`src/rtl/vaddr_slot_pkg.sv`:
```
// Shared types and helpers for the virtual-address slot allocator.
// Addresses are computed at full 64-bit width and truncated by each user.
package vaddr_slot_pkg;

  localparam int unsigned MAX_ADDR_W = 64;

  typedef logic [MAX_ADDR_W-1:0] vaddr_t;

  localparam vaddr_t DEF_BASE   = 64'h0000_0000_0000_1000;
  localparam vaddr_t DEF_STRIDE = 64'h0000_0000_0000_0100;

  // Untruncated address of slot i; callers narrow it to their ADDR_W.
  function automatic vaddr_t slot_addr(input vaddr_t base, input vaddr_t stride,
                                       input int unsigned i);
    return base + vaddr_t'(i) * stride;
  endfunction

endpackage

```
`src/rtl/vaddr_slot_prio_enc.sv`:
```
// Lowest-set-bit finder: returns the index of the least significant set bit
// of vec and a flag saying whether any bit was set.
module vaddr_slot_prio_enc #(
  parameter int N     = 4,
  parameter int IDX_W = 2
) (
  input  logic [N-1:0]     vec,
  output logic [IDX_W-1:0] idx,
  output logic             valid
);

  always_comb begin
    idx   = '0;
    valid = 1'b0;
    // Scan downwards so the lowest set bit is the last one written.
    for (int i = N - 1; i >= 0; i--) begin
      if (vec[i]) begin
        idx   = IDX_W'(i);
        valid = 1'b1;
      end
    end
  end

endmodule

```
`src/rtl/vaddr_slot_alloc.sv`:
```
// Virtual-address slot allocator: grants the lowest free slot and reclaims freed ones.
// Define VADDR_SLOT_ELAB_CHECK_EN to verify the address table at elaboration.
module vaddr_slot_alloc
  import vaddr_slot_pkg::*;
#(
  parameter int     NUM_SLOTS = 4,
  parameter int     ADDR_W    = 32,
  parameter vaddr_t BASE      = DEF_BASE,
  parameter vaddr_t STRIDE    = DEF_STRIDE,
  localparam int    IDX_W     = (NUM_SLOTS > 1) ? $clog2(NUM_SLOTS) : 1,
  localparam int    CNT_W     = $clog2(NUM_SLOTS + 1)
) (
  input  logic              clk,
  input  logic              rst,
  input  logic              alloc_req_i,
  output logic              alloc_gnt_o,
  output logic [IDX_W-1:0]  alloc_idx_o,
  output logic [ADDR_W-1:0] alloc_vaddr_o,
  input  logic              free_valid_i,
  input  logic [IDX_W-1:0]  free_idx_i,
  output logic              free_err_o,
  output logic [CNT_W-1:0]  count_o,
  output logic              full_o,
  output logic              empty_o
);

  typedef logic [NUM_SLOTS-1:0][ADDR_W-1:0] table_t;

  function automatic table_t build_table();
    table_t t;
    for (int i = 0; i < NUM_SLOTS; i++) begin
      t[i] = ADDR_W'(slot_addr(BASE, STRIDE, i));
    end
    return t;
  endfunction

  localparam table_t TABLE = build_table();

`ifdef VADDR_SLOT_ELAB_CHECK_EN
  if (NUM_SLOTS < 1) begin : g_bad_num
    $fatal(1, "vaddr_slot_alloc: NUM_SLOTS must be >= 1 (slot 0 missing)");
  end else begin : g_chk
    if ((slot_addr(BASE, STRIDE, NUM_SLOTS - 1) >> ADDR_W) != '0) begin : g_bad_range
      $fatal(1, "vaddr_slot_alloc: slot %0d address exceeds ADDR_W", NUM_SLOTS - 1);
    end
    for (genvar g = 0; g < NUM_SLOTS; g++) begin : g_entry
      if (TABLE[g] != ADDR_W'(BASE + vaddr_t'(g) * STRIDE)) begin : g_bad_entry
        $fatal(1, "vaddr_slot_alloc: table entry for slot %0d is wrong", g);
      end
    end
  end
`endif

  logic [NUM_SLOTS-1:0]    busy;
  logic [(1<<IDX_W)-1:0]   busy_pad;
  logic [IDX_W-1:0]        sel_idx;
  logic                    any_free;
  logic                    alloc_ok;
  logic                    free_ok;

  vaddr_slot_prio_enc #(
    .N     (NUM_SLOTS),
    .IDX_W (IDX_W)
  ) u_prio_enc (
    .vec   (~busy),
    .idx   (sel_idx),
    .valid (any_free)
  );

  // Zero-padded view so an out-of-range free index reads as "not busy".
  always_comb begin
    busy_pad                = '0;
    busy_pad[NUM_SLOTS-1:0] = busy;
  end

  assign alloc_ok = alloc_req_i && any_free;
  assign free_ok  = free_valid_i && (32'(free_idx_i) < NUM_SLOTS) && busy_pad[free_idx_i];

  // Allocation picks from the pre-edge bitmap, so it never targets the slot
  // being freed in the same cycle; the two bit updates cannot collide.
  always_ff @(posedge clk) begin
    if (rst) begin
      busy          <= '0;
      count_o       <= '0;
      alloc_gnt_o   <= 1'b0;
      alloc_idx_o   <= '0;
      alloc_vaddr_o <= '0;
      free_err_o    <= 1'b0;
    end else begin
      if (free_ok) busy[free_idx_i] <= 1'b0;
      if (alloc_ok) begin
        busy[sel_idx] <= 1'b1;
        alloc_idx_o   <= sel_idx;
        alloc_vaddr_o <= TABLE[sel_idx];
      end
      count_o     <= count_o + CNT_W'(alloc_ok) - CNT_W'(free_ok);
      alloc_gnt_o <= alloc_ok;
      free_err_o  <= free_valid_i && !free_ok;
    end
  end

  assign full_o  = (count_o == CNT_W'(NUM_SLOTS));
  assign empty_o = (count_o == '0);

endmodule

```
`config.mk`:
```
export PLATFORM = sky130hd
export DESIGN_NAME = vaddr_slot_alloc
export DESIGN_NICKNAME = d
export VERILOG_FILES = /design/src/rtl/vaddr_slot_pkg.sv /design/src/rtl/vaddr_slot_prio_enc.sv /design/src/rtl/vaddr_slot_alloc.sv
export SDC_FILE = /design/constraint.sdc
export NUM_CORES = 1
export LEC_CHECK = 0
export ABC_AREA = 0
export BUFFER_PORTS_ARGS = -buffer_cell sky130_fd_sc_hd__buf_2
export CORE_MARGIN = 2
export CORE_UTILIZATION = 39
export DETAILED_ROUTE_END_ITERATION = 16
export GPL_ROUTABILITY_DRIVEN = 0
export GPL_TIMING_DRIVEN = 0
export PLACE_DENSITY = 0.86
export SLEW_MARGIN = 25
export SYNTH_ARGS = -nofsm -noshare
export SYNTH_HDL_FRONTEND = slang
export SYNTH_HIERARCHICAL = 1
export SYNTH_SLANG_ARGS = --single-unit
```
`constraint.sdc`:
```
create_clock -name clk -period 2.2 [get_ports clk]
set_input_delay 0.44 -clock clk [delete_from_list [all_inputs] [get_ports clk]]
set_output_delay 0.44 -clock clk [all_outputs]
set_load 0.01 [all_outputs]
```
After elaboration in Yosys (flattened, before gate mapping)
Index checks and enable logic that the tools add are counted.

Flip-flop bits (word level): 43. Input bits: 6. Output and inout port bits: 41. Word-level logic and storage cells: 43.

Add/subtract/negate cells: 2. $lt $le $gt $ge: 4. Equal/unequal tests: 1. Multiplexer cells: 19. Bitwise logic cells: 4. Reductions and logical operators: 7.

Operator list (count): 32-bit binary-select mux with 2-bit select (1); 32-bit 2-to-1 mux (1); 4-bit 2-to-1 mux (3); 2-bit 2-to-1 mux (4); 4-bit inverter (2); 1-bit 2-to-1 mux (7); 2-bit by 3-bit < comparator with 1-bit output, second input constant (2); 1-bit logical AND (5); 4-bit AND (1); 1-bit demux with 2-bit select (2); 2-bit by 1-bit >= comparator with 1-bit output, second input constant (2); 4-bit OR (1); 3-bit by 1-bit adder with 3-bit output (1); 3-bit == test, second input constant (1); 3-bit logical NOT (1); 3-bit by 1-bit subtractor with 3-bit output (1); 1-bit binary-select mux with 2-bit select (1); 1-bit logical NOT (1).

Depth between registers and ports, before layout
Word-level depth: 11. Mapped depth: 10. Mapped depth without buffers: 10.

Hierarchy
The synthesis kept the hierarchy.

By module, submodules not included: vaddr_slot_alloc (instances 1, cells each 91, area each 824.5 um^2, sequential area each 240.2 um^2); vaddr_slot_prio_enc (instances 1, cells each 7, area each 35.0 um^2, sequential area each 0.0 um^2).

Worst setup path before layout
Ideal clock, no wire load.

Kind: input port to flip-flop. Start: input free_idx_i[1]. End: register count_o[2]. Library setup time: 0.117 ns. Data arrival time: 1.956 ns. Required time: 2.083 ns. Slack: 0.127 ns. Stages on the path: 8. Cell sequence: mux2i_1 -> o22ai_1 -> ha_1 -> inv_1 -> ha_1 -> fa_1 -> xor3_1 -> nor2_1.

Cells in the longest elaborated chain, start to end: 4.

RTL lines: start: declaration (RTL line vaddr_slot_alloc.sv:20) `input logic [IDX_W-1:0] free_idx_i,`; 1-bit binary-select mux with 2-bit select (RTL line vaddr_slot_alloc.sv:77) `assign free_ok = free_valid_i && (32'(free_idx_i) < NUM_SLOTS) && busy_pad[free_idx_i];`; 1-bit 2-to-1 mux (implied by the code) (RTL line vaddr_slot_alloc.sv:77); 1-bit logical AND (RTL line vaddr_slot_alloc.sv:77); 3-bit by 1-bit subtractor with 3-bit output (RTL line vaddr_slot_alloc.sv:96) `count_o <= count_o + CNT_W'(alloc_ok) - CNT_W'(free_ok);`; end signal: assignment (RTL line vaddr_slot_alloc.sv:96); end: declaration (RTL line vaddr_slot_alloc.sv:22) `output logic [CNT_W-1:0] count_o,`.

No other way between the ends. The select of a mux whose other input is x is not followed. A chain may end at the register's enable or synchronous reset.

Worst setup path in the final report
Ends and elaborated chain as after synthesis.

==> reports/qor.yml <==
outcome: "finished clean"
finalWirelength_um: 1570
grt.overflow.total: 0
path_clk_slew_ps: 80
cts_hold_buf: 0
critPathBufInv: 2
hpwl_um: 1260
power_density_nw_per_um2: 558
hold_class: "reg2reg"
syn_area_per_cell_um2: 8.77
cpPeakStageDelay_ps: 380
drc: 0
cp_top_family: "adder cells"
crit_type: "in2reg"
synth_cell_types: 28
synth_top_area_share_pct: 27.9
area_delta_synth_final_pct: 33.5
finalNetCount: 160
dr.first_iter.drc_count: 17
tritoncts: "done"
wire_per_inst_um: 8.89
die-area_um2: 2600
period_share_pct: 96.5
synth.cell_area_um2: 860
critPathSlowestCell: "fa_1"
clk_path_buf_depth: 2
cts_sinks: 12
start_kind: "input pin"
place.port_buffers: 17
grt_pass1_vias: 608
worst_slack_ps: 75.9
h-tree-depth: 1
drive_above_1_share_pct: 42.0
crit_path_start: "free_idx_i[1]"
num_vias: 699
r2r_slack_ps: 90
vdd_drop_max_v: 0.000320
numCtsBuffers: 3
antenna_cells: 0
skew_ps: 1.94
max_freq_mhz: 471
initial_core_util_pct: 42.5
yosys.area.top_type: "dfxtp_1"
cp_max_fo: 6
final_antenna_net_count: 0
finalNonFillerCells: 177
synth_warnings: 6
yosysSeqAreaShare_pct: 27.9
grt_pass1_wl_um: 2450
crit_path_end_kind: "flip-flop"
finalSetupViolations: 0
post-route-min-period_ps: 2120
leakage_nw: 0.629
ctsRootBufferMaster: "clkbuf_4"
synthTopCellsByArea: "dfxtp_1, buf_4, a32o_1"
timing_hold_violations_final: 0
track_usage_pct: 12.5
synthCells: 98
dieWidth_um: 50.9
place_inst: 170
ys_ff_latch: 12
worstPathArrival_ps: 2290
antenna_found_initial: 0
power_w: 0.000640
grt_max_degree: 11
r2r-start: "busy[0]"
cp.required_ps: 2370
timing.critical_path.mode_cell: "ha_1"
die_y_um: 50.9
hold_ws_ps: 474
drv_slew: 0
post-place-ws_ps: -230
fin_util_pct: 56.7
crit_chain: "buf_2, mux2i_1, o22ai_1, ha_1, inv_1, ha_1, fa_1, xor3_1, nor2_1"
dr.pass1.iters: 4
core_um2: 2020
min_from: "alloc_vaddr_o[12]"
clock_latency_ps: 270
rows: 16
drv_cap: 0
via_per_inst: 3.95
ios: 47
through the flow:
| stage | instance area, um2 | TNS [ps] |
|---|---|---|
| after floorplan | 965 | 0 |
| after global placement | 1080 | -116 |
| after detailed placement | 1080 | -230 |
| after CTS | 1120 | 0 |
| after global routing | 1150 | -10.7 |
| final | 1150 | 0 |
per-layer routing:
| layer | global-route usage, % | part of all wire (%) | vias to the layer above |
|---|---|---|---|
| met5 | 0 | 0 | - |
| met4 | 7.21 | 1.4 | 0 |
| met3 | 3.80 | 9.3 | 4 |
| met2 | 21.4 | 50 | 37 |
| met1 | 13.5 | 39 | 287 |
| li1 | - | - | 371 |
worst reg2reg max path, stage by stage, from the launching register on:
cell	delay (ps)
dfxtp_1	340
inv_1	100
nor2_1	70
nand2_2	110
nand2_1	90
ha_1	280
inv_1	40
ha_1	190
fa_1	380
xor3_1	380
nor2_1	40
synth_stat cells:
library cell,count
nor2b_1,2
a21oi_1,3
buf_4,31
mux2i_1,2
fa_1,1
and4bb_2,1
nand3b_1,2
nor3_1,2
nand2_1,3
inv_1,10
a21oi_2,1
or3b_1,1
nand3_1,3
nor2_1,5
dfxtp_1,12
xor3_1,1
a22o_1,1
a21bo_2,2
o22ai_1,1
nor3b_1,2
and4b_1,1
a32o_1,4
or2b_1,1
ha_1,2
conb_1,1
and3b_2,1
nand2b_1,1
buf_2,1
cell type report:
cell class                      count  area [um2]
Buffer                             32         238
Clock buffer                        4        36.3
Tap cell                           27        33.8
Inverter                           10        37.5
Fill cell                         195         875
Multi-Input combinational cell     72         454
Timing Repair Buffer               20         108
Sequential cell                    12         240
cell families after synthesis:
family	Yosys count	synth area share, %
XOR/XNOR	1	2.77
buffers and inverters	42	32.0
AND/OR/NAND/NOR	25	17.8
adder cells (fa/ha/maj)	3	5.24
other	1	0.436
AO/OA/AOI/OAI	12	11.5
flip-flops	12	27.9
multiplexers	2	2.33
sequential cells by signal (all words and copies together) (netlist names):
name           cells
alloc_vaddr_o      2
alloc_idx_o        1
count_o            3
alloc_gnt_o        1
busy               4
free_err_o         1
report_power, final:
group | switching (W) | internal (W)
Combinational | 0.0000981 | 0.000106
Clock | 0.0000789 | 0.000101
Sequential | 0.0000173 | 0.000239
layout by cell type, fill, tap and decap left out, types with 2 or more instances in the layout:
cell type   n
buf_4      34
conb_1     29
buf_2      18
dfxtp_1    12
inv_1      10
nor2_1      4
a32o_1      4
nand3_1     3
a21oi_1     3
clkbuf_4    3
nand2_1     2
nor3b_1     2
nor3_1      2
mux2i_1     2
nor2b_1     2
a21bo_2     2
nand3b_1    2
ha_1        2
path summary, 6_finish.rpt:
| path | to | depth (start not counted) |
|---|---|---|
| hold / removal | alloc_vaddr_o[12] | 2 |
| setup / recovery | count_o[2] | 9 |
| setup reg to reg | count_o[2] | 10 |
| hold reg to reg | alloc_vaddr_o[12] | 2 |
timing repair:
item,4_1_cts,5_1_grt
resized for setup,1,1
pin swaps,0,1
setup buffers,0,3
hold endpoints to repair,0,0
endpoints found under the setup margin,1,1
Note: power is estimated with default switching activity, not from simulation.
